$ cat src/rtl/cmac_seq_pkg.sv
// Shared types and constants for the CMAC dot-product sequencer.
package cmac_seq_pkg;

    // Latency of the current CMAC from operand issue to a valid out_mul/out_add.
    localparam int CMAC_LAT = 2;

    // Component width of the packed complex word used by the PE datapath.
    localparam int CPLX_DW = 16;

    typedef enum logic [1:0] {
        IDLE  = 2'd0,
        ISSUE = 2'd1,
        DRAIN = 2'd2,
        DONE  = 2'd3
    } seq_state_t;

    // Packed complex word: real part occupies the upper half.
    typedef struct packed {
        logic [CPLX_DW-1:0] re;
        logic [CPLX_DW-1:0] im;
    } cplx_t;

endpackage

$ cat src/rtl/cmac_dot_seq_lat_pipe.sv
// Valid-bit delay line that mirrors the CMAC pipeline depth, so the
// sequencer knows in which cycle each issued product reaches the add stage.
module lat_pipe #(
    parameter int LAT = 2
) (
    input  logic clk,
    input  logic rst_n,
    input  logic din,
    output logic dout
);

    logic [LAT-1:0] stage_reg;
    logic [LAT-1:0] stage_next;

    genvar gi;
    generate
        for (gi = 0; gi < LAT; gi++) begin : g_stage
            if (gi == 0) begin : g_head
                assign stage_next[gi] = din;
            end else begin : g_body
                assign stage_next[gi] = stage_reg[gi-1];
            end
        end
    endgenerate

    // Shift one position per cycle; reset discards anything in flight.
    always_ff @(posedge clk or negedge rst_n) begin
        if (!rst_n) begin
            stage_reg <= '0;
        end else begin
            stage_reg <= stage_next;
        end
    end

    assign dout = stage_reg[LAT-1];

endmodule

$ cat src/rtl/cmac_dot_seq.sv
// Sequencer that streams complex operand pairs into a shared CMAC and folds
// each product into a running accumulator through the CMAC's own add stage.
module cmac_dot_seq
    import cmac_seq_pkg::*;
#(
    parameter int DATA_WIDTH = 16,
    parameter int LEN_W      = 8,
    parameter int LAT        = CMAC_LAT
) (
    input  logic                    clk,
    input  logic                    rst_n,
    input  logic                    cfg_valid,
    output logic                    cfg_ready,
    input  logic [LEN_W-1:0]        cfg_len,
    input  logic [4:0]              cfg_shift,
    input  logic [2*DATA_WIDTH-1:0] cfg_bias,
    input  logic                    in_valid,
    output logic                    in_ready,
    input  logic [2*DATA_WIDTH-1:0] in_a,
    input  logic [2*DATA_WIDTH-1:0] in_b,
    output logic                    res_valid,
    input  logic                    res_ready,
    output logic [2*DATA_WIDTH-1:0] res_data,
    output logic                    busy,
    output logic                    cm_mac,
    output logic [4:0]              cm_shift,
    output logic [2*DATA_WIDTH-1:0] cm_opa,
    output logic [2*DATA_WIDTH-1:0] cm_opb,
    output logic [2*DATA_WIDTH-1:0] cm_opc,
    output logic [2*DATA_WIDTH-1:0] cm_opd,
    input  logic [2*DATA_WIDTH-1:0] cm_out_add
);

    localparam int CW = 2 * DATA_WIDTH;
    localparam logic [LEN_W-1:0] LEN_ONE = LEN_W'(1);

    seq_state_t       state_reg;
    logic [LEN_W-1:0] len_reg;
    logic [LEN_W-1:0] issued_reg;
    logic [LEN_W-1:0] retired_reg;
    logic [4:0]       shift_reg;
    logic [CW-1:0]    acc_reg;

    logic in_fire;
    logic retire;

    assign cfg_ready = (state_reg == IDLE);
    assign in_ready  = (state_reg == ISSUE);
    assign busy      = (state_reg != IDLE);
    assign res_valid = (state_reg == DONE);
    assign res_data  = acc_reg;
    assign in_fire   = in_valid && in_ready;

    // Operand ports follow the input bus only while issuing; idle cycles
    // present zeros so the CMAC sees no spurious multiplies.
    assign cm_mac   = in_fire;
    assign cm_opa   = in_ready ? in_a : '0;
    assign cm_opb   = in_ready ? in_b : '0;
    assign cm_shift = shift_reg;

    // The accumulator always rides on opc: on a retire cycle the CMAC adds the
    // arriving product to it, otherwise opc + 0 just passes it through.
    assign cm_opc = acc_reg;
    assign cm_opd = '0;

    lat_pipe #(
        .LAT (LAT)
    ) u_lat_pipe (
        .clk   (clk),
        .rst_n (rst_n),
        .din   (in_fire),
        .dout  (retire)
    );

    // Job FSM: latch the job, count issues and retires, hold the result.
    always_ff @(posedge clk or negedge rst_n) begin
        if (!rst_n) begin
            state_reg   <= IDLE;
            len_reg     <= '0;
            issued_reg  <= '0;
            retired_reg <= '0;
            shift_reg   <= '0;
            acc_reg     <= '0;
        end else begin
            case (state_reg)
                IDLE: begin
                    if (cfg_valid) begin
                        len_reg     <= cfg_len;
                        shift_reg   <= cfg_shift;
                        acc_reg     <= cfg_bias;
                        issued_reg  <= '0;
                        retired_reg <= '0;
                        state_reg   <= (cfg_len != '0) ? ISSUE : DONE;
                    end
                end
                ISSUE: begin
                    if (retire) begin
                        acc_reg     <= cm_out_add;
                        retired_reg <= retired_reg + LEN_ONE;
                    end
                    if (in_fire) begin
                        issued_reg <= issued_reg + LEN_ONE;
                        if (issued_reg == len_reg - LEN_ONE) begin
                            state_reg <= DRAIN;
                        end
                    end
                end
                DRAIN: begin
                    if (retire) begin
                        acc_reg     <= cm_out_add;
                        retired_reg <= retired_reg + LEN_ONE;
                        if (retired_reg + LEN_ONE == len_reg) begin
                            state_reg <= DONE;
                        end
                    end
                end
                DONE: begin
                    if (res_ready) begin
                        state_reg <= IDLE;
                    end
                end
                default: state_reg <= IDLE;
            endcase
        end
    end

endmodule

$ cat config.mk
export PLATFORM = sky130hd
export DESIGN_NAME = cmac_dot_seq
export DESIGN_NICKNAME = d
export VERILOG_FILES = /design/src/rtl/cmac_seq_pkg.sv /design/src/rtl/cmac_dot_seq_lat_pipe.sv /design/src/rtl/cmac_dot_seq.sv
export SDC_FILE = /design/constraint.sdc
export NUM_CORES = 1
export LEC_CHECK = 0
export ABC_AREA = 1
export BUFFER_PORTS_ARGS = -buffer_cell sky130_fd_sc_hd__clkbuf_2
export CAP_MARGIN = 0
export CORE_MARGIN = 5
export CORE_UTILIZATION = 29
export CTS_BUF_LIST = sky130_fd_sc_hd__clkbuf_16
export DETAILED_ROUTE_END_ITERATION = 6
export MAX_ROUTING_LAYER = met4
export PLACE_DENSITY = 0.61
export SKIP_LAST_GASP = 1
export SLEW_MARGIN = 40
export SYNTH_ARGS = -nofsm -noshare
export SYNTH_HDL_FRONTEND = slang
export SYNTH_SLANG_ARGS = --single-unit
$ cat constraint.sdc
create_clock -name clk -period 2 [get_ports clk]
set_input_delay 0.4 -clock clk [delete_from_list [all_inputs] [get_ports clk]]
set_output_delay 0.4 -clock clk [all_outputs]
set_load 0.01 [all_outputs]
[Word level (Yosys, flattened, before mapping)]
Index checks and enable logic that the tools add are counted.
Word-level totals
  word-level logic and storage cells: 51
  bits in registers: 65
  bits of input ports: 146
Cells by class
  multiplexer cells: 18
  reduce and logical (&&, ||, !) cells: 11
  add/sub/neg operators: 3
  equality and inequality tests: 12
Operators by type and width (count)
  $mux W32: 4
  $pmux W32 S2: 1
  $pmux W8 S2: 2
  $mux W8: 3
  $add A8 B1 Y8 const B: 2
  $eq A8 B8 Y1: 2
  $mux W2: 7
  $ne A2 B1 Y1 const B: 5
  $pmux W2 S4: 1
  $reduce_bool A8 Y1: 1
  $sub A8 B1 Y8 const B: 1
  $reduce_and A3 Y1: 2
  $reduce_and A6 Y1: 1
  $reduce_bool A2 Y1: 3
  $eq A2 B2 Y1 const B: 2
  $ne A2 B2 Y1 const B: 2
  $eq A2 B1 Y1 const B: 1
  $logic_not A2 Y1: 1
  $reduce_and A2 Y1: 1
  $reduce_or A2 Y1: 1
  $logic_and A1 B1 Y1: 1

[Depth between registers and ports, before layout]
Gate-level depths: netlist of run 1.
  depth in word-level cells: 5
  gate-level depth with buffers: 14

[Cells and area by module]
From an unflattened synthesis of run 1, not the netlist that was laid out.
Unflattened totals
  cells, all modules: 653
  area, all modules: 4469.3 µm²
By module, submodules not included
  cmac_dot_seq: area each 4419.2 µm², sequential area each 1576.5 µm², instances 1, cells an instance 651
  lat_pipe: area each 50.0 µm², sequential area each 50.0 µm², instances 1, cells an instance 2

[Worst setup path before layout of run 1]
Ideal clock, no wire load.
  path type: reg2out
  from: reg state_reg[1]
  to: out cm_opa[12]
  path buffers: 2
  stages on the path, launching flop included: 7
  arrival time: 1.513 ns
  path slack: 0.087 ns
  required time: 1.600 ns
  cells stage by stage: dfrtp_1 inv_1 ha_1 clkbuf_1 clkbuf_1 nand2_1 inv_1
On the way
  word-level cells in the longest chain between the ends: 2
Ends and longest elaborated chain
  start: declaration: RTL line cmac_dot_seq.sv:37  | seq_state_t state_reg;
  start signal: assignment: RTL line cmac_dot_seq.sv:93  | state_reg <= (cfg_len != '0) ? ISSUE : DONE;
  $eq A2 B1 Y1: RTL line cmac_dot_seq.sv:48  | assign in_ready = (state_reg == ISSUE);
  named net in_ready: RTL line cmac_dot_seq.sv:18  | output logic in_ready,
  $mux W32: RTL line cmac_dot_seq.sv:57  | assign cm_opa = in_ready ? in_a : '0;
  end: declaration: RTL line cmac_dot_seq.sv:27  | output logic [2*DATA_WIDTH-1:0] cm_opa,
The timed path passes the listed nets, and every way through them passes these cells.

[Worst setup path in the final report of run 1]
  from: reg state_reg[0]
  to: out cm_opb[24]
On the way
  word-level cells in the longest chain between the ends: 2
Ends and longest elaborated chain
  $eq A2 B1 Y1: RTL line cmac_dot_seq.sv:48
  $mux W32: RTL line cmac_dot_seq.sv:58  | assign cm_opb = in_ready ? in_b : '0;
  end: declaration: RTL line cmac_dot_seq.sv:28  | output logic [2*DATA_WIDTH-1:0] cm_opb,
No other way between the ends.

==> results by group, run 1 <==
Outcome
  – Outcome: finished clean

Yosys
  – Avg Cell Area, Syn: ~6.9 um2
  – Post-Synthesis Cells: 648
  – Sequential share of the synthesized area: approximately 36%
  – Netlist Area Pre-Place: 4460 um2
  – Largest family of logic cells by synthesized area: simple AND/OR/NAND/NOR gates
  – Yosys cell types: 35
  – Synth Flop Type: dfrtp_1
  – Number of synthesized flops with an enable pin: 0
  – Post-synthesis mux area share: ~1.3%
  – Ranking of synthesized cells by area: dfrtp_1 (36%), nand2_1 (17%), buf_4 (11%), inv_1 (8.7%), a31oi_1 (4.5%)
  – Xor/xnor share of the synthesized area: less than 1%
  – Post-synth top area cell: dfrtp_1
  – Compound-Gate Fraction of Synth Area: a little under a tenth
  – Synth top area share: between 30% and 40%
  – Syn. warnings: 0
  – Fraction of registers with async set/reset: 100%
  – Synthesis-stage register bit count: 65
  – Simple-gate share of the synthesized area: about 28%
  – Adder-Cell Fraction of Synth Area: 1.96%

Layout
  – Area Growth Syn to Fin: 45.5%
  – Post-route cell area: ~6500 um2
  – Share of cells above drive strength 1: approximately two fifths
  – Final #Nets: between 1000 and 1500
  – Final core occ: a little over two fifths
  – Number of flip-flops in the largest register: 32
  – Cell Count, Final, Fillers Out: 1112
  – Fill cell count: roughly 1600

Clock tree
  – CTS root buffer: clkbuf_16
  – Num CTS Buffers: 9
  – CTS tree: done
  – Hold_buf cts: 0
  – H-tree depth: 3
  – CTS clk-pin slew, worst paths: roughly 0.06 ns
  – CTS Sinks: 65
  – Bufs on Longest Clock Path: 2
  – Worst skew pair latency: about 0.33 ns

STA
  – WHS: ~0.075 ns
  – Fmax: 513 MHz
  – Final Max Tran Viols: 0
  – Final hold vios: 0
  – Unrepaired setup endpoints after global routing: yes
  – Setup TNS: 0 ns
  – Tcrit/Tclk final: 97.4%
  – Final setup margin: around 0.051 ns
  – Final min period: a little under 2 ns
  – Setup Viol. Count Final: 0
  – Clk_skew: around 0.0074 ns

Die
  – Die extent in y: 134 um
  – Ports: ~320
  – Chip Width: ~130 um
  – Die area: 18000 um2
  – Initial Utilization: about 30%
  – Std-Cell Rows: 45
  – CORE AREA: 15100 um2

Drt
  – Wl on met1: ~6700 um
  – Vias: approximately 4800
  – DR WL/cell: between 10 and 15 um
  – Top routing layer in use: met4
  – Routed WL: about 17000 um
  – Detailed-route DRC error count: 0
  – Mean number of vias per cell: 4.32
  – WL met2: roughly 8700 um
  – WL met3: 853 um
  – 1st-pass router iterations: 4
  – Initial DRC count: 220
  – Detail Route Antenna Nets: 0

Power
  – Comb power frac: between 60% and 70%
  – Pint: about 5.6 mW
  – Switching power: between 4 and 5 mW
  – Switching share of power: approximately 47%
  – Total design power: roughly 11 mW
  – Lkg Pwr: between 3 and 4 nW
  – PwrDens: around 1600 nW/um2
  – Sequential share of power: 23.3%
  – Clock Power Share: between 10% and 20%
  – Worst vdd rail ir drop: roughly 0.59 mV

Worst setup path
  – Max incr delay on CP: roughly 0.39 ns
  – Critical path startpoint category: flop
  – Crit-path cells: buf_6 > ha_4 > buf_12 > clkbuf_16 > nand2_1 > inv_1 > buf_4
  – CP endpoint kind: output pin
  – CP max stage cell: dfrtp_1
  – Critical Path RT: approximately 1.6 ns
  – CP bufs+invs: 5
  – Crit-path leading delay family: buffers and inverters
  – CP Data Arrival Time: ~1.6 ns
  – CP Max Fanout: 9
  – Critical path type: flop to output pin

GRT
  – Pin count of the biggest net entering global routing: 66
  – Global-route usage over all layers: between 10% and 20%
  – Number of global-route vias before repair: 4555
  – Initial antenna violation count: 1
  – Grt ovf: 0
  – Global-route wire length before repair: 23700 um

Placed design
  – Dpl hpwl: about 12000 um
  – Placed cell areas: approximately 5800 um2
  – Post-Place Worst Slack: ~0.067 ns
  – Placed cell count: between 1000 and 1500
  – Gpl congestion: roughly 0.83
  – Port bufs: 283

Flow run
  – Max-Cap Viols: 0

Min path
  – Min-delay worst type: input pin to async pin
[timing repair]
item                                   4_1_cts  5_1_grt
gates resized for setup                      4       36
endpoints found under the hold margin        0        0
setup endpoints to repair                   31       84
pin swaps                                    0       11
cloned                                       0        9
buffers inserted                             0       11
[cell usage after synthesis, drive strengths merged, types with 2 or more instances]
cell      n
a21oi    10
a31oi    32
buf      69
clkbuf   18
dfrtp    65
ha        7
inv     108
mux2      5
nand2   206
nand3    28
nand3b    2
nand4     3
nor2     55
nor3      6
nor3b     3
o21ai    17
o22ai     6
xnor2     3
[path summary, 6_finish.rpt]
check,startpoint,end,slack (ns),cells after the start
min reg2reg,u_lat_pipe.stage_reg[0],u_lat_pipe.stage_reg[1],0.39,0
max in group asynchronous,rst_n,len_reg[2],1.62,2
min,rst_n,cm_opc[10],0.08,2
min in group clk,cfg_bias[20],cm_opc[20],0.30,3
max reg2reg,len_reg[0],state_reg[1],0.12,14
max,state_reg[0],cm_opb[24],0.05,7
[routing by layer]
layer / up-vias / track usage [%]
li1: 2445 / -
met1: 2186 / 19.8
met2: 156 / 29.8
met3: 14 / 3.79
met4: 0 / 5.03
met5: - / -
[kinds of logic (layout without fill, tap and decap cells)]
| logic type | count (synthesis) | after routing |
|---|---|---|
| other | 1 | 33 |
| flip-flops | 65 | 65 |
| AO/OA/AOI/OAI | 67 | 67 |
| buffers and inverters | 195 | 439 |
| adder cells (fa/ha/maj) | 7 | 7 |
| XOR/XNOR | 4 | 4 |
| AND/OR/NAND/NOR | 304 | 304 |
| multiplexers | 5 | 5 |
[power groups by stage]
stage | Sequential [mW] | Combinational (mW) | Clock (mW)
6_report | 2.45 | 6.47 | 1.59
5_1_grt | 2.54 | 7.20 | 1.69
4_1_cts | 2.44 | 5.61 | 1.64
3_5_place_dp | 2.46 | 5.54 | 0
3_3_place_gp | 2.45 | 5.48 | 0
2_1_floorplan | 2.50 | 3.70 | 0
[area by class of cell]
type	instances	area (um2)	share of cell area [%]
Antenna cell	1	2.50	0.0385
Clock buffer	9	225	3.47
Clock inverter	7	71.3	1.10
Inverter	108	408	6.28
Multi-Input combinational cell	419	2060	31.6
Sequential cell	65	1630	25.0
Tap cell	188	235	3.62
Timing Repair Buffer	314	1870	28.7
Timing Repair inverter	1	5.00	0.0770
[placed cells by master (no fill, tap or decap), types with 3 or more instances in the layout]
cell type	count
buf_2	5
clkbuf_16	16
nand2_2	9
a31oi_1	32
ha_1	4
o21ai_2	3
dfrtp_1	65
o21ai_1	3
mux2_2	5
a21oi_1	8
nor2_2	6
buf_4	17
buf_12	5
buf_6	6
o22ai_1	6
inv_1	101
nor2_1	47
o21ai_0	11
inv_2	7
nand4_1	3
xnor2_1	3
nor3_1	3
conb_1	32
nand2_1	197
clkbuf_2	274
nand3_1	25
(Power assumes the default switching activity.)
==> run 2: changes to the inputs <==
==> constraint.sdc (replaced) <==
create_clock -name clk -period 2 [get_ports clk]
set_input_delay 0.4 -clock clk [delete_from_list [all_inputs] [get_ports clk]]
set_output_delay 0.4 -clock clk [all_outputs]
set_load 0.005 [all_outputs]
==> results by group, run 2 (synthesized netlist as in run 1, its figures left out) <==
Outcome
  – Outcome: finished clean

GRT
  – Global-route usage over all layers: between 10% and 20%
  – Pin count of the biggest net entering global routing: 66
  – Grt ovf: 0
  – Number of global-route vias before repair: 4582
  – Global-route wire length before repair: 23300 um
  – Initial antenna violation count: 1

Drt
  – WL met2: between 8000 and 9000 um
  – Routed WL: roughly 16000 um
  – 1st-pass router iterations: 4
  – Vias: 4839
  – Detail Route Antenna Nets: 0
  – WL met3: around 760 um
  – DR WL/cell: around 15 um
  – Wl on met1: about 6600 um
  – Mean number of vias per cell: around 4.4
  – Top routing layer in use: met4
  – Detailed-route DRC error count: 0
  – Initial DRC count: roughly 210

Die
  – Std-Cell Rows: 45
  – Die extent in y: ~130 um
  – Die area: about 18000 um2
  – Ports: 316
  – Chip Width: 134 um
  – Initial Utilization: between 20% and 30%
  – CORE AREA: 15100 um2

Worst setup path
  – CP endpoint: issued_reg[7]
  – Worst r2r dst: issued_reg[7]
  – CP Data Arrival Time: around 2.2 ns
  – Critical Path RT: approximately 2.3 ns
  – R2R Path Start: state_reg[0]
  – Critical path startpoint category: flop
  – CP Max Fanout: 6
  – Critical path launch point: state_reg[0]
  – CP endpoint kind: flop
  – Setup slack, reg-to-reg: a little under 0.08 ns
  – Critical path type: flop to flop
  – Reg2Reg Depth: 11

STA
  – Final Max Tran Viols: 0
  – Unrepaired setup endpoints after global routing: yes
  – Final hold vios: 0
  – Final min period: slightly below 2 ns
  – Setup Viol. Count Final: 0
  – Fmax: 520 MHz
  – Final setup margin: ~0.079 ns
  – Clk_skew: 0.00757 ns
  – Tcrit/Tclk final: between 90 and 100%

Layout
  – Final core occ: between 40% and 50%
  – Number of flip-flops in the largest register: 32
  – Share of cells above drive strength 1: about two fifths
  – Commonest non-fill, non-tap cell in the layout: clkbuf_2
  – Most frequent cells in the layout: clkbuf_2 (282), nand2_1 (200), inv_1 (103)
  – Final #Nets: between 1000 and 1500
  – Area Growth Syn to Fin: 43.2%

Clock tree
  – Num CTS Buffers: 9
  – CTS root buffer: clkbuf_16
  – Worst skew pair latency: roughly 0.34 ns
  – CTS Sinks: 65
  – Bufs on Longest Clock Path: 2
  – CTS clk-pin slew, worst paths: 0.06 ns
  – H-tree depth: 3
  – CTS tree: done

Placed design
  – Port bufs: 283
  – Post-Place Worst Slack: 0.0561 ns
  – Gpl congestion: around 0.82
  – Dpl hpwl: roughly 12000 um

Power
  – Total design power: 9.80 mW
  – Worst vdd rail ir drop: around 0.55 mV
  – PwrDens: between 1500 and 2000 nW/um2
  – Lkg Pwr: between 3 and 4 nW

Min path
  – Min-delay worst type: input pin to async pin

Flow run
  – Max-Cap Viols: 0
==> run 2: changes by cell type in the layout (fill, tap and decap cells not counted), moves of 3 or more <==
cell	change
clkbuf_2	+8
nand2_1	+3
buf_2	-4
nand2_2	-3
buf_6	-4
==> run 2: layout make-up <==
type                            count  area, um2
Antenna cell                        1       2.50
Sequential cell                    65       1630
Tap cell                          188        235
Multi-Input combinational cell    419       2040
Fill cell                        1590       8750
Clock buffer                        9        225
Clock inverter                      7       86.3
Inverter                          108        408
Timing Repair Buffer              311       1770
==> run 2: what timing repair did <==
item                       CTS  global route
gates resized for setup      1            16
setup buffers                1            11
cloned                       0             5
pin swaps                    1             7
hold buffers                 0             0
setup endpoints to repair   65            48
==> run 2: worst max-delay path: stages (launching register included) <==
cell     delay, ns
dfrtp_1       0.38
buf_6         0.13
ha_4          0.21
buf_6         0.14
inv_4         0.06
o21ai_4       0.06
a21oi_4       0.19
nand2_2       0.11
nor2_4        0.15
nand3_2       0.11
o21ai_2       0.14
nor3b_2       0.16
==> run 2: report_power, final <==
part / total, mW / switching, mW / internal, mW / leakage [nW]
registers: 2.45 / 0.552 / 1.89 / 0.783
logic: 5.68 / 3.16 / 2.53 / 2.99
clock network: 1.67 / 0.589 / 1.08 / 0.148
total: 9.80 / 4.30 / 5.50 / 3.92
==> run 2: worst min-delay path by stage <==
stage | from | endpoint | cells past startpoint
after detailed placement | u_lat_pipe.stage_reg[0] | u_lat_pipe.stage_reg[1] | 0
after global placement | u_lat_pipe.stage_reg[0] | u_lat_pipe.stage_reg[1] | 0
final | rst_n | cm_opc[10] | 2
after floorplan | rst_n | cm_opc[0] | 0
after CTS | rst_n | cm_opc[10] | 2
after global routing | rst_n | cm_opc[12] | 2
==> run 2: through the flow <==
step / hold slack (ns) / TNS, ns / cell area, um2 / std cells
final: 0.0758 / 0 / 6390 / 1108
after global routing: 0.0933 / -0.0654 / 6390 / 1108
after CTS: 0.0866 / 0 / 6120 / 1091
after detailed placement: 0.386 / 0 / 5790 / 1074
after global placement: 0.384 / 0 / 5790 / 1074
after floorplan: 0.104 / 0 / 4580 / 679
==> run 2: layer usage <==
metal | up-vias | track usage [%]
met4 | 0 | 4.69
met2 | 170 | 29.7
met1 | 2222 | 19.6
met3 | 16 | 3.71
li1 | 2431 | -
met5 | - | -
==> run 3: changes to the inputs <==
==> constraint.sdc (replaced) <==
create_clock -name clk -period 2 [get_ports clk]
set_input_delay 0.2 -clock clk [delete_from_list [all_inputs] [get_ports clk]]
set_output_delay 0.2 -clock clk [all_outputs]
set_load 0.005 [all_outputs]
==> results by group, run 3 (synthesized netlist as in run 1, its figures left out) <==
STA
  – Setup Viol. Count Final: 0
  – Clk_skew: a little over 0.007 ns
  – Fmax: approximately 540 MHz
  – Tcrit/Tclk final: a little over 90%
  – Unrepaired setup endpoints after global routing: no
  – Setup TNS: 0 ns
  – Final min period: 1.86 ns
  – Final hold vios: 0
  – Final Max Tran Viols: 0

Worst setup path
  – CP endpoint: state_reg[1]
  – CP endpoint kind: flop
  – R2R Path Start: len_reg[1]
  – CP bufs+invs: 2
  – Top cell by count, worst path: nand2_1
  – Reg2Reg Depth: 14
  – Critical Path RT: about 2.2 ns
  – Setup slack, reg-to-reg: about 0.14 ns
  – Crit-path leading delay family: simple AND/OR/NAND/NOR gates
  – CP Depth: 14
  – CP Data Arrival Time: 2.08 ns
  – Max incr delay on CP: 0.39 ns
  – Worst r2r dst: state_reg[1]
  – Crit-path cells: inv_2 > ha_2 > nand2_1 > inv_1 > nor2_1 > nand2_1 > nor2_1 > nand2_1 > nor2_2 > nand3_2 > a21oi_4 > nand2_2 > nand2_1 > nand2_1
  – Critical path type: flop to flop
  – CP Max Fanout: 3
  – Critical path launch point: len_reg[1]
  – Critical path startpoint category: flop
  – CP max stage cell: dfrtp_1

Placed design
  – Port bufs: 283
  – Gpl congestion: 0.805
  – Dpl hpwl: approximately 12000 um

Layout
  – Final core occ: roughly 40%
  – Final #Nets: 1057
  – Share of cells above drive strength 1: about two fifths
  – N_diodes: 0
  – Area Growth Syn to Fin: 38.3%
  – Fill cell count: around 1600
  – Most frequent cells in the layout: clkbuf_2 (282), nand2_1 (201), inv_1 (104)
  – Number of flip-flops in the largest register: 32
  – Commonest non-fill, non-tap cell in the layout: clkbuf_2

Min path
  – Min-delay worst type: input pin to flop

GRT
  – Initial antenna violation count: 0
  – Number of global-route vias before repair: between 4000 and 5000
  – Global-route usage over all layers: ~17%
  – Pin count of the biggest net entering global routing: 70
  – Global-route wire length before repair: 23800 um
  – Grt ovf: 0

Clock tree
  – CTS tree: done
  – CTS clk-pin slew, worst paths: ~0.060 ns
  – Worst skew pair latency: 0.33 ns
  – Bufs on Longest Clock Path: 2
  – CTS Sinks: 65
  – H-tree depth: 3
  – Num CTS Buffers: 9
  – CTS root buffer: clkbuf_16

Drt
  – Routed WL: around 15000 um
  – 1st-pass router iterations: 4
  – DR WL/cell: approximately 14 um
  – Vias: 4699
  – Initial DRC count: about 230
  – Detail Route Antenna Nets: 0
  – Detailed-route DRC error count: 0
  – Mean number of vias per cell: around 4.3

Die
  – Std-Cell Rows: 45
  – Ports: approximately 320
  – CORE AREA: about 15000 um2
  – Initial Utilization: between 20% and 30%
  – Die extent in y: 134 um
  – Die area: 18000 um2
  – Chip Width: 134 um

Power
  – PwrDens: roughly 1500 nW/um2
  – Worst vdd rail ir drop: about 0.6 mV
  – Lkg Pwr: 3.80 nW

Flow run
  – Max-Cap Viols: 0

Outcome
  – Outcome: finished clean
==> run 3: power by group <==
group | switching [mW] | internal [mW] | total [mW]
logic | 3.02 | 2.19 | 5.21
registers | 0.545 | 1.89 | 2.44
clock network | 0.573 | 0.939 | 1.51
total | 4.14 | 5.02 | 9.16
==> run 3: metal layers <==
metal,global-route usage (%),vias up,wire (um)
met5,-,-,0
met4,3.96,0,225
met3,3.71,17,781
met2,30.2,162,8180
met1,19.7,2112,6240
li1,-,2408,-
==> run 3: layout make-up <==
class                   count  area (um2)  share of cell area (%)
repair buffers            301        1610                    26.1
multi-input cells         419        2020                    32.7
clock buffers               9         225                    3.65
inverters                 108         408                    6.60
well taps                 188         235                    3.81
flip-flops and latches     65        1630                    26.3
clock inverters             6        52.6                   0.851
==> run 3: stage by stage <==
stage	hold WS [ns]	cells	cell area [um2]	worst slack, ns	total power, mW
4_1_cts	0.0857	1093	6090	0.0660	9.15
2_1_floorplan	-0.0956	679	4580	0.305	5.74
3_3_place_gp	0.246	1077	5800	0.132	7.52
6_report	0.101	1096	6180	0.135	9.16
3_5_place_dp	0.249	1077	5800	0.0640	7.59
5_1_grt	0.0917	1096	6180	0.00614	10.0
==> run 3: worst min-delay path by stage <==
stage,start,to,slack [ns],cells past startpoint
after global routing,cfg_shift[3],cm_shift[3],0.09,2
after detailed placement,rst_n,cm_opc[10],0.25,2
after CTS,cfg_shift[1],cm_shift[1],0.09,2
after global placement,rst_n,cm_opc[10],0.25,2
after floorplan,rst_n,cm_opc[0],-0.1,0
final,cfg_shift[1],cm_shift[1],0.10,2
==> run 3: what timing repair did <==
action / CTS / global route
hold buffers: 1 / 0
gates resized for setup: 0 / 14
hold endpoints to repair: 65 / 0
setup buffers: 0 / 2
setup endpoints to repair: 0 / 42
